`config.mk`:
```
export PLATFORM = sky130hd
export DESIGN_NAME = bus_arbiter_n_flat
export DESIGN_NICKNAME = d
export VERILOG_FILES = /design/src/rtl/bus_arb_pkg.sv /design/src/rtl/bus_arbiter_n_if.sv /design/src/rtl/bus_arbiter_n_rr_pick.sv /design/src/rtl/bus_arbiter_n.sv /design/src/flat_wrapper.sv
export SDC_FILE = /design/constraint.sdc
export NUM_CORES = 1
export LEC_CHECK = 0
export CORE_MARGIN = 3
export CORE_UTILIZATION = 42
export CTS_CLUSTER_DIAMETER = 50
export DETAILED_ROUTE_END_ITERATION = 12
export SYNTH_ARGS = -nofsm -noshare
export SYNTH_HDL_FRONTEND = slang
export SYNTH_SLANG_ARGS = --single-unit
```
`constraint.sdc`:
```
create_clock -name CLK -period 10.13 [get_ports CLK]
set_clock_uncertainty 0.2 [all_clocks]
set_input_delay 3.039 -clock CLK [delete_from_list [all_inputs] [get_ports CLK]]
set_output_delay 3.039 -clock CLK [all_outputs]
set_load 0.02 [all_outputs]
```
`src/rtl/bus_arb_pkg.sv`:
```
// Shared definitions for the N-master bus arbiter.
// Holds the slave response codes, the arbiter state encoding and a helper
// that sizes the master-index field.
package bus_arb_pkg;

    // Slave response codes carried on HRESP
    localparam logic [1:0] RESP_OKAY  = 2'b00;
    localparam logic [1:0] RESP_ERROR = 2'b01;
    localparam logic [1:0] RESP_RETRY = 2'b10;
    localparam logic [1:0] RESP_SPLIT = 2'b11;

    // Arbiter control states
    typedef enum logic [0:0] {
        ST_IDLE  = 1'b0,
        ST_GRANT = 1'b1
    } arb_state_e;

    // Width of a master index; never narrower than one bit
    function automatic int mid_w(input int n);
        if (n <= 2) begin
            return 1;
        end else begin
            return $clog2(n);
        end
    endfunction

endpackage

```
`src/rtl/bus_arbiter_n_if.sv`:
```
// Request/grant bundle between the bus masters, the slaves and the arbiter.
//   HREQ/HLOCK/HSPLIT : per-master request, lock request, split release
//   HRESP/HREADY      : response and completion of the current transfer
//   HGRANT/HMAS/MLOCK/BUSY : arbitration result
// Modport 'master' is the arbitration side (it masters the grant lines);
// modport 'slave' is the requester/bus side that consumes the grants.
interface bus_arbiter_n_if
    import bus_arb_pkg::*;
#(
    parameter int NUM_MASTERS = 4,
    parameter int MID_W       = mid_w(NUM_MASTERS)
);
    logic [NUM_MASTERS-1:0] HREQ;
    logic [NUM_MASTERS-1:0] HLOCK;
    logic [NUM_MASTERS-1:0] HSPLIT;
    logic [1:0]             HRESP;
    logic                   HREADY;
    logic [NUM_MASTERS-1:0] HGRANT;
    logic [MID_W-1:0]       HMAS;
    logic                   MLOCK;
    logic                   BUSY;

    modport master (
        input  HREQ, HLOCK, HSPLIT, HRESP, HREADY,
        output HGRANT, HMAS, MLOCK, BUSY
    );

    modport slave (
        output HREQ, HLOCK, HSPLIT, HRESP, HREADY,
        input  HGRANT, HMAS, MLOCK, BUSY
    );
endinterface

```
`src/rtl/bus_arbiter_n_rr_pick.sv`:
```
// Rotating-priority search (purely combinational).
//   req_i   : candidate request vector
//   start_i : index searched first; search wraps modulo N
//   gnt_o   : one-hot winner, zero when no request
//   idx_o   : index of the winner, zero when no request
//   valid_o : at least one request present
module rr_pick #(
    parameter int N  = 4,
    parameter int IW = 2
) (
    input  logic [N-1:0]  req_i,
    input  logic [IW-1:0] start_i,
    output logic [N-1:0]  gnt_o,
    output logic [IW-1:0] idx_o,
    output logic          valid_o
);

    logic [N-1:0]  gnt_s;
    logic [IW-1:0] idx_s;
    logic [IW-1:0] pos_s;
    logic          found_s;

    // First requester at or after start_i, wrapping around
    always_comb begin
        gnt_s   = '0;
        idx_s   = '0;
        pos_s   = '0;
        found_s = 1'b0;
        for (int k = 0; k < N; k++) begin
            pos_s = IW'((int'(start_i) + k) % N);
            if (!found_s && req_i[pos_s]) begin
                found_s       = 1'b1;
                gnt_s[pos_s]  = 1'b1;
                idx_s         = pos_s;
            end else begin
                found_s = found_s;
            end
        end
    end

    assign gnt_o   = gnt_s;
    assign idx_o   = idx_s;
    assign valid_o = found_s;

endmodule

```
`src/rtl/bus_arbiter_n.sv`:
```
// N-master bus arbiter with locked transfers, hold-time limit and
// optional split support.
//   CLK    : clock, rising edge
//   RST    : synchronous active-high reset
//   bus    : bus_arbiter_n_if.master (requests in, grant/HMAS/MLOCK/BUSY out)
// Optional feature: define ARB_SPLIT_EN to mask a master that receives a
// SPLIT response until its HSPLIT bit releases it; without it SPLIT acts
// like RETRY and HSPLIT is ignored.
// All outputs come straight from flops.
module bus_arbiter_n
    import bus_arb_pkg::*;
#(
    parameter int NUM_MASTERS = 4,
    parameter int MAX_HOLD    = 16,
    parameter int MID_W       = mid_w(NUM_MASTERS)
) (
    input  logic              CLK,
    input  logic              RST,
    bus_arbiter_n_if.master   bus
);

    localparam int N     = NUM_MASTERS;
    localparam int CNT_W = $clog2(MAX_HOLD + 2);

    arb_state_e       state_q, state_d;
    logic [N-1:0]     grant_q, grant_d;
    logic [MID_W-1:0] owner_q, owner_d;
    logic [MID_W-1:0] last_owner_q, last_owner_d;
    logic             mlock_q, mlock_d;
    logic             busy_q, busy_d;
    logic [CNT_W-1:0] hold_cnt_q, hold_cnt_d;
    logic [N-1:0]     split_mask_q, split_mask_d;
    logic [N-1:0]     rel_pend_q, rel_pend_d;

    logic [N-1:0]     eligible_s;
    logic             rsp_rel_s;
    logic             owner_lock_s;
    logic             owner_req_s;
    logic             others_s;
    logic             hold_hit_s;
    logic             release_s;
    logic             excl_s;
    logic [N-1:0]     cand_s;
    logic [N-1:0]     released_s;
    logic [N-1:0]     locked_s;
    logic [N-1:0]     class_s;
    logic [MID_W-1:0] start_s;
    logic [N-1:0]     pick_oh_s;
    logic [MID_W-1:0] pick_idx_s;
    logic             pick_vld_s;
    logic [N-1:0]     new_oh_s;

    assign eligible_s   = bus.HREQ & ~split_mask_q;
    assign rsp_rel_s    = (state_q == ST_GRANT) && bus.HREADY &&
                          ((bus.HRESP == RESP_RETRY) || (bus.HRESP == RESP_SPLIT));
    assign owner_lock_s = |(bus.HLOCK & grant_q);
    assign owner_req_s  = |(bus.HREQ & grant_q);
    assign others_s     = |(eligible_s & ~grant_q);
    assign hold_hit_s   = (MAX_HOLD != 0) && (hold_cnt_q >= CNT_W'(MAX_HOLD));

    // Release decision for the current owner; excl_s keeps it out of the
    // same-cycle re-arbitration when it is forced off the bus
    always_comb begin
        release_s = 1'b0;
        excl_s    = 1'b0;
        if (state_q == ST_GRANT) begin
            if (rsp_rel_s) begin
                release_s = 1'b1;
                excl_s    = 1'b1;
            end else if (!bus.HREADY || owner_lock_s) begin
                release_s = 1'b0;
                excl_s    = 1'b0;
            end else if (!owner_req_s) begin
                release_s = 1'b1;
                excl_s    = 1'b0;
            end else if (hold_hit_s && others_s) begin
                release_s = 1'b1;
                excl_s    = 1'b1;
            end else begin
                release_s = 1'b0;
                excl_s    = 1'b0;
            end
        end else begin
            release_s = 1'b0;
            excl_s    = 1'b0;
        end
    end

    assign cand_s     = excl_s ? (eligible_s & ~grant_q) : eligible_s;
    assign released_s = cand_s & rel_pend_q;
    assign locked_s   = cand_s & bus.HLOCK;
    assign start_s    = (last_owner_q == MID_W'(N - 1)) ? MID_W'(0)
                                                         : (last_owner_q + MID_W'(1));

    // Priority classes: split-released, then locked, then everyone;
    // the round-robin search breaks ties inside the chosen class
    always_comb begin
        class_s = cand_s;
        if (|released_s) begin
            class_s = released_s;
        end else if (|locked_s) begin
            class_s = locked_s;
        end else begin
            class_s = cand_s;
        end
    end

    rr_pick #(
        .N  (N),
        .IW (MID_W)
    ) u_rr_pick (
        .req_i   (class_s),
        .start_i (start_s),
        .gnt_o   (pick_oh_s),
        .idx_o   (pick_idx_s),
        .valid_o (pick_vld_s)
    );

    assign new_oh_s = (((state_q == ST_IDLE) || release_s) && pick_vld_s) ? pick_oh_s : '0;

    // Next-state and output computation for the IDLE/GRANT controller
    always_comb begin
        state_d      = state_q;
        grant_d      = grant_q;
        owner_d      = owner_q;
        last_owner_d = last_owner_q;
        mlock_d      = mlock_q;
        busy_d       = busy_q;
        hold_cnt_d   = hold_cnt_q;
        case (state_q)
            ST_IDLE, ST_GRANT: begin
                if ((state_q == ST_IDLE) || release_s) begin
                    if (pick_vld_s) begin
                        state_d      = ST_GRANT;
                        grant_d      = pick_oh_s;
                        owner_d      = pick_idx_s;
                        last_owner_d = pick_idx_s;
                        mlock_d      = |(bus.HLOCK & pick_oh_s);
                        busy_d       = 1'b1;
                        hold_cnt_d   = CNT_W'(1);
                    end else begin
                        state_d    = ST_IDLE;
                        grant_d    = '0;
                        owner_d    = '0;
                        mlock_d    = 1'b0;
                        busy_d     = 1'b0;
                        hold_cnt_d = '0;
                    end
                end else begin
                    // Owner keeps the bus; tenure only advances on completed beats
                    mlock_d = owner_lock_s;
                    if (bus.HREADY && (hold_cnt_q < CNT_W'(MAX_HOLD))) begin
                        hold_cnt_d = hold_cnt_q + CNT_W'(1);
                    end else begin
                        hold_cnt_d = hold_cnt_q;
                    end
                end
            end
            default: begin
                state_d    = ST_IDLE;
                grant_d    = '0;
                owner_d    = '0;
                mlock_d    = 1'b0;
                busy_d     = 1'b0;
                hold_cnt_d = '0;
            end
        endcase
    end

`ifdef ARB_SPLIT_EN
    logic [N-1:0] split_set_s;

    // Split bookkeeping: a set wins over a same-cycle clear; a master freed
    // by HSPLIT stays in the top priority class until it is granted
    always_comb begin
        split_set_s = '0;
        if ((state_q == ST_GRANT) && bus.HREADY && (bus.HRESP == RESP_SPLIT)) begin
            split_set_s = grant_q;
        end else begin
            split_set_s = '0;
        end
        split_mask_d = (split_mask_q & ~bus.HSPLIT) | split_set_s;
        rel_pend_d   = (rel_pend_q | (bus.HSPLIT & split_mask_q)) & ~split_set_s & ~new_oh_s;
    end
`else
    logic unused_split_s;
    assign unused_split_s = (^bus.HSPLIT) ^ (^new_oh_s);

    // Split support compiled out: mask and release tracking stay clear
    always_comb begin
        split_mask_d = '0;
        rel_pend_d   = '0;
    end
`endif

    // State and output registers with synchronous reset
    always_ff @(posedge CLK) begin
        if (RST) begin
            state_q      <= ST_IDLE;
            grant_q      <= '0;
            owner_q      <= '0;
            last_owner_q <= MID_W'(N - 1);
            mlock_q      <= 1'b0;
            busy_q       <= 1'b0;
            hold_cnt_q   <= '0;
            split_mask_q <= '0;
            rel_pend_q   <= '0;
        end else begin
            state_q      <= state_d;
            grant_q      <= grant_d;
            owner_q      <= owner_d;
            last_owner_q <= last_owner_d;
            mlock_q      <= mlock_d;
            busy_q       <= busy_d;
            hold_cnt_q   <= hold_cnt_d;
            split_mask_q <= split_mask_d;
            rel_pend_q   <= rel_pend_d;
        end
    end

    assign bus.HGRANT = grant_q;
    assign bus.HMAS   = owner_q;
    assign bus.MLOCK  = mlock_q;
    assign bus.BUSY   = busy_q;

endmodule

```
`src/flat_wrapper.sv`:
```
// flat-port wrapper written by rule: the top's interface ports become plain ports
module bus_arbiter_n_flat import bus_arb_pkg::*;
#(
    parameter int NUM_MASTERS = 4,
    parameter int MAX_HOLD    = 16,
    parameter int MID_W       = mid_w(NUM_MASTERS)
)
  (CLK, RST, bus_HREQ, bus_HLOCK, bus_HSPLIT, bus_HRESP, bus_HREADY, bus_HGRANT, bus_HMAS, bus_MLOCK, bus_BUSY);
  bus_arbiter_n_if #(.NUM_MASTERS(NUM_MASTERS), .MID_W(MID_W)) bus_i ();
  input  logic CLK;
  input  logic RST;
  input wire logic [$bits(bus_i.HREQ)-1:0] bus_HREQ;
  input wire logic [$bits(bus_i.HLOCK)-1:0] bus_HLOCK;
  input wire logic [$bits(bus_i.HSPLIT)-1:0] bus_HSPLIT;
  input wire logic [$bits(bus_i.HRESP)-1:0] bus_HRESP;
  input wire logic [$bits(bus_i.HREADY)-1:0] bus_HREADY;
  output wire logic [$bits(bus_i.HGRANT)-1:0] bus_HGRANT;
  output wire logic [$bits(bus_i.HMAS)-1:0] bus_HMAS;
  output wire logic [$bits(bus_i.MLOCK)-1:0] bus_MLOCK;
  output wire logic [$bits(bus_i.BUSY)-1:0] bus_BUSY;
  assign bus_i.HREQ = bus_HREQ;
  assign bus_i.HLOCK = bus_HLOCK;
  assign bus_i.HSPLIT = bus_HSPLIT;
  assign bus_i.HRESP = bus_HRESP;
  assign bus_i.HREADY = bus_HREADY;
  assign bus_HGRANT = bus_i.HGRANT;
  assign bus_HMAS = bus_i.HMAS;
  assign bus_MLOCK = bus_i.MLOCK;
  assign bus_BUSY = bus_i.BUSY;
  bus_arbiter_n #(.NUM_MASTERS(NUM_MASTERS), .MAX_HOLD(MAX_HOLD), .MID_W(MID_W)) u_core (.CLK(CLK), .RST(RST), .bus(bus_i));
endmodule
```
---- Word-level counts from Yosys, hierarchy flattened ----
Cells that the tools add are included.
cells by class
  order comparisons ....................... 10
  muxes and demuxes ....................... 48
  equal/unequal tests ..................... 3
  reduce and logical (&&, ||, !) cells .... 25
  $add $sub $neg .......................... 5
  bitwise operators ....................... 10
operators by type and width
  operator               number
  $mux W4                7
  $mux W1                25
  $and A4 B4 Y4          5
  $reduce_or A4 Y1       5
  $lt A2 B3 Y1 const B   4
  $mux W2                6
  $or A4 B4 Y4           3
  $logic_and A1 B1 Y1    11
  $mux W5                2
  $bmux W1 S2            4
  $demux W1 S2           4
  $ge A2 B1 Y1 const B   4
  $eq A2 B2 Y1 const B   3
  $add A5 B1 Y5 const B  1
  $ge A5 B5 Y1 const B   1
  $lt A5 B5 Y1 const B   1
  $add A2 B1 Y2 const B  2
  $add A2 B2 Y2 const B  2
  $logic_not A1 Y1       4
  $not A4 Y4             1
  $logic_or A1 B1 Y1     3
  $reduce_and A2 Y1      1
  $reduce_bool A2 Y1     1
  $not A1 Y1             1
storage, ports and cells
  bits in registers ....................... 15
  logic and storage cells ................. 107
  input port bits ......................... 17
  output and inout bits ................... 8

---- Depth between registers and ports, before layout ----
  depth in word-level cells ............... 29
  gate-level depth with buffers ........... 12

---- Modules after synthesis ----
A second synthesis with hierarchy kept.
second synthesis, totals
  cells, all modules ...................... 153
  area total of the unflattened synthesis .. 1376.3 µm²
modules (own cells, without submodules)
  module         sequential area each (µm²)  cells each  times used  area an instance (µm²)
  bus_arbiter_n  300.3                       108         1           953.4
  rr_pick        0.0                         45          1           422.9

---- Least setup slack after synthesis ----
No wires, ideal clock.
  path type ............................... in2reg
  from .................................... input port bus_HREQ[2]
  to ...................................... register u_core.mlock_q, in the netlist u_core.bus.MLOCK
  path slack .............................. 4.146 ns
  stages on the path ...................... 11
  arrival time ............................ 5.660 ns
  setup time .............................. 0.124 ns
  cells stage by stage .................... nor2b_1 -> o41ai_4 -> o221ai_1 -> a31o_1 -> and3_1 -> buf_6 -> mux4_2 -> a311oi_2 -> o32a_2 -> o32ai_1 -> a2111o_1
on the way
  word-level cells in the longest chain between the ends .. 28
ends and longest elaborated chain
  item                  line                                      source
  from (decl)           flat_wrapper.sv:12                        input wire logic [$bits(bus_i.HREQ)-1:0] bus_HREQ;
  $and A4 B4 Y4         bus_arbiter_n.sv:58, bus_arbiter_n.sv:89
  $reduce_or A4 Y1      bus_arbiter_n.sv:58                       assign others_s = |(eligible_s & ~grant_q);
  $logic_and A1 B1 Y1   bus_arbiter_n.sv:76                       end else if (hold_hit_s && others_s) begin
  $mux W1               bus_arbiter_n.sv:76
  $mux W1               bus_arbiter_n.sv:73                       end else if (!owner_req_s) begin
  $mux W1               bus_arbiter_n.sv:70                       end else if (!bus.HREADY || owner_lock_s) begin
  $mux W1               bus_arbiter_n.sv:67                       if (rsp_rel_s) begin
  $mux W1               bus_arbiter_n.sv:66                       if (state_q == ST_GRANT) begin
  [12 not listed]       n/a
  $mux W1               bus_arbiter_n_rr_pick.sv:31               if (!found_s && req_i[pos_s]) begin
  $logic_not A1 Y1      bus_arbiter_n_rr_pick.sv:31
  $logic_and A1 B1 Y1   bus_arbiter_n_rr_pick.sv:31
  $mux W4               bus_arbiter_n_rr_pick.sv:31
  $and A4 B4 Y4         bus_arbiter_n.sv:138                      mlock_d = |(bus.HLOCK & pick_oh_s);
  $reduce_or A4 Y1      bus_arbiter_n.sv:138
  $mux W1               bus_arbiter_n.sv:133                      if (pick_vld_s) begin
  $mux W1 (*)           bus_arbiter_n.sv:132                      if ((state_q == ST_IDLE) || release_s) begin
  to (signal assigned)  bus_arbiter_n.sv:213                      mlock_q <= mlock_d;
  to (decl)             bus_arbiter_n.sv:29                       logic mlock_q, mlock_d;
Mark *: on every way between the ends. The rest lies on a longest branch, timed or not. The select of a mux whose other input is x is not followed.
A chain may end at the register's enable or synchronous reset.

---- Worst setup path after layout ----
Same ends and word-level chain as after synthesis.

==> impl_metrics.tcl <==
set metrics [dict create \
    start_util_pct 45.7 \
    syn_area_per_cell_sq_um 8.10 \
    final_area_sq_mm 0.00185 \
    finalPower_mw 0.446 \
    grt_start_max_net_pins 12 \
    cap_violations 0 \
    synth-async-reset-ratio_pct 0 \
    cts_tree "built" \
    syn_area_sq_mm 0.00160 \
    synthDistinctLibCells 59 \
    synth_seq_area_share_pct 18.8 \
    end_kind "flip-flop" \
    utilization_pct 53.0 \
    cts_root_buf "clkbuf_8" \
    cts_buffer_depth 2 \
    coreArea_sq_mm 0.00349 \
    dp_hpwl_microns 3450 \
    area_growth_pct 16.1 \
    gp_congestion 0.914 \
    power-per-cell-area_mw_per_mm2 240 \
    cts_buffers 3 \
    tightest_slew_ns 0.678 \
    max_stage_delay_ns 0.51 \
    grt-ovfl-total 0 \
    yosys_warnings 0 \
    vias_per_cell 6.30 \
    path_class "input port to flip-flop" \
    num_rows 21 \
    cts.clk_slew.worst_paths_ns 0.06 \
    grt_pass1_wl_microns 7120 \
    nets 243 \
    ctsResizeCount 0 \
    cp_slowest_cell "clkdlybuf4s50_1" \
    synth-edff-count 0 \
    placed_area_sq_mm 0.00181 \
    die-area_sq_mm 0.00458 \
    dr.pass1.iters 4 \
    path_max_fanout 9 \
    setup-tns-final_ns 0 \
    fin_crit_ns 6.80 \
    htree_num_levels 1 \
    insertion_delay_ns 0.25 \
    post_cts_buffers 0 \
    rsz0062_at_grt "no" \
    outcome "completed" \
    grt_pass1_vias 1510 \
    io_buffers 19 \
    synth-main-ff-cell "dfxtp_1" \
    synth_seq_cells 15 \
    crit_required_ns 10.06 \
    fillers 332 \
    cp_cell_sequence "clkdlybuf4s50_1 -> nor2b_1 -> o41ai_4 -> o221ai_1 -> a31o_1 -> and3_1 -> o22a_1 -> o41ai_2 -> or2_0 -> a21oi_1 -> a2111o_1" \
    drc 0 \
    period_share_pct 67.1 \
    cp-start-kind "input port" \
    antenna_found_initial 0 \
    drv_slew 0 \
    antennaDiodeCount 0 \
    vdd_drop_max_v 0.000134 \
    ios 25 \
    holdCritPathClass "flip-flop to flip-flop" \
    grt.total_usage_pct 20.3 \
    ant_nets 0 \
    drive_above_1_share_pct 9.77 \
    synthCells 197 \
    routed_wl_microns 4300 \
    timing.fmax_mhz 147 \
    leakagePower_nw 0.740 \
    fp.dieH_microns 67.7 \
    post_drt_wl_per_cell_microns 16.5 \
    cts.sinks 15 \
    crit_arrival_ns 6.73 \
    postCtsHoldBufs 0 \
    regArea_sq_um 300 \
    vias 1645 \
    relSlewSlack_pct 53.5 \
    first_iter_violations 194 \
    multi_input_area_sq_mm 0.00121 \
    die_w_microns 67.7 \
    final-setup-viol-count 0 \
    synth_nets 224 \
    hold_viol_final 0 \
]
cells in the final DEF, fill, tap and decap left out, drive strengths merged, types with 3 or more instances in the layout:
master,instances
o22a,3
clkdlybuf4s50,19
dfxtp,15
a31o,3
xnor2,3
or2,5
clkbuf,3
a32oi,3
a21o,4
nor2b,6
nor2,16
and3,3
mux2i,5
ha,10
a22oi,4
nand2,25
and2,5
a22o,4
nand2b,3
nor3,3
a31oi,5
a221oi,4
o21ai,5
a21oi,10
inv,12
worst paths after layout:
kind | from | to | slack (ns) | cells after the start
setup / recovery | bus_HREQ[2] | u_core.bus.MLOCK | 3.33 | 11
hold / removal | u_core.bus.HMAS[0] | u_core.bus.HMAS[0] | 0.26 | 2
setup reg to reg | u_core.bus.HGRANT[1] | u_core.bus.MLOCK | 6.26 | 10
hold reg to reg | u_core.bus.HMAS[0] | u_core.bus.HMAS[0] | 0.26 | 2
layout make-up:
cell class	instances	area share (%)
Sequential cell	15	16.2
Clock buffer	3	2.23
Timing Repair Buffer	19	10.3
Tap cell	46	3.11
Clock inverter	1	0.270
Multi-Input combinational cell	165	65.5
Inverter	12	2.43
flip-flops by register name (all words and copies together) (netlist names):
name,count
u_core.last_owner_q,2
u_core.bus.MLOCK,1
u_core.bus.BUSY,1
u_core.hold_cnt_q,5
u_core.bus.HMAS,2
u_core.bus.HGRANT,4
kinds of logic (layout without fill, tap and decap cells):
logic type,count (synthesis),after routing,share of synthesized area (%)
compound gates,68,68,36.0
mux,9,9,7.37
fa+ha+maj,10,10,7.84
buf+inv,17,35,5.17
simple gates,74,74,22.7
xor+xnor,4,4,2.19
flops,15,15,18.8
where the power goes:
part / switching, mW / internal (mW) / leakage (nW)
clock network: 0.0203 / 0.0272 / 0.0255
registers: 0.0242 / 0.0758 / 0.123
logic: 0.173 / 0.125 / 0.592
total: 0.218 / 0.228 / 0.740
layer usage:
| layer | vias to the layer above | global-route usage [%] | routed length, microns |
|---|---|---|---|
| met3 | 6 | 1.66 | 229 |
| met2 | 59 | 31.7 | 1990 |
| met5 | - | 0 | 0 |
| li1 | 788 | - | - |
| met1 | 792 | 29.1 | 2030 |
| met4 | 0 | 6.58 | 46 |
synthesized netlist by cell type, types with 4 or more instances:
cell type	count	area (sq um)
a21o_1	4	30.0
a21oi_1	10	50.1
a22o_1	4	35.0
a31oi_1	5	31.3
dfxtp_1	15	300
ha_1	10	125
inv_1	12	45.0
mux2i_1	5	50.1
nand2_1	25	93.8
nor2_1	16	60.1
nor2b_1	6	37.5
o21ai_0	4	20.0
critical path: cells and delay by family:
kind	cells	cell delay (ns)
simple gates	3	0.91
buf+inv	1	0.51
compound gates	7	2.28
through the flow:
stage | std cells | setup slack (ns) | hold slack [ns]
2_1_floorplan | 197 | 4.15 | 0.279
3_3_place_gp | 257 | 3.11 | 0.246
3_5_place_dp | 257 | 3.09 | 0.252
4_1_cts | 261 | 3.35 | 0.264
5_1_grt | 261 | 3.17 | 0.294
6_report | 261 | 3.33 | 0.262
No activity file was read; power rests on OpenSTA's default activity.
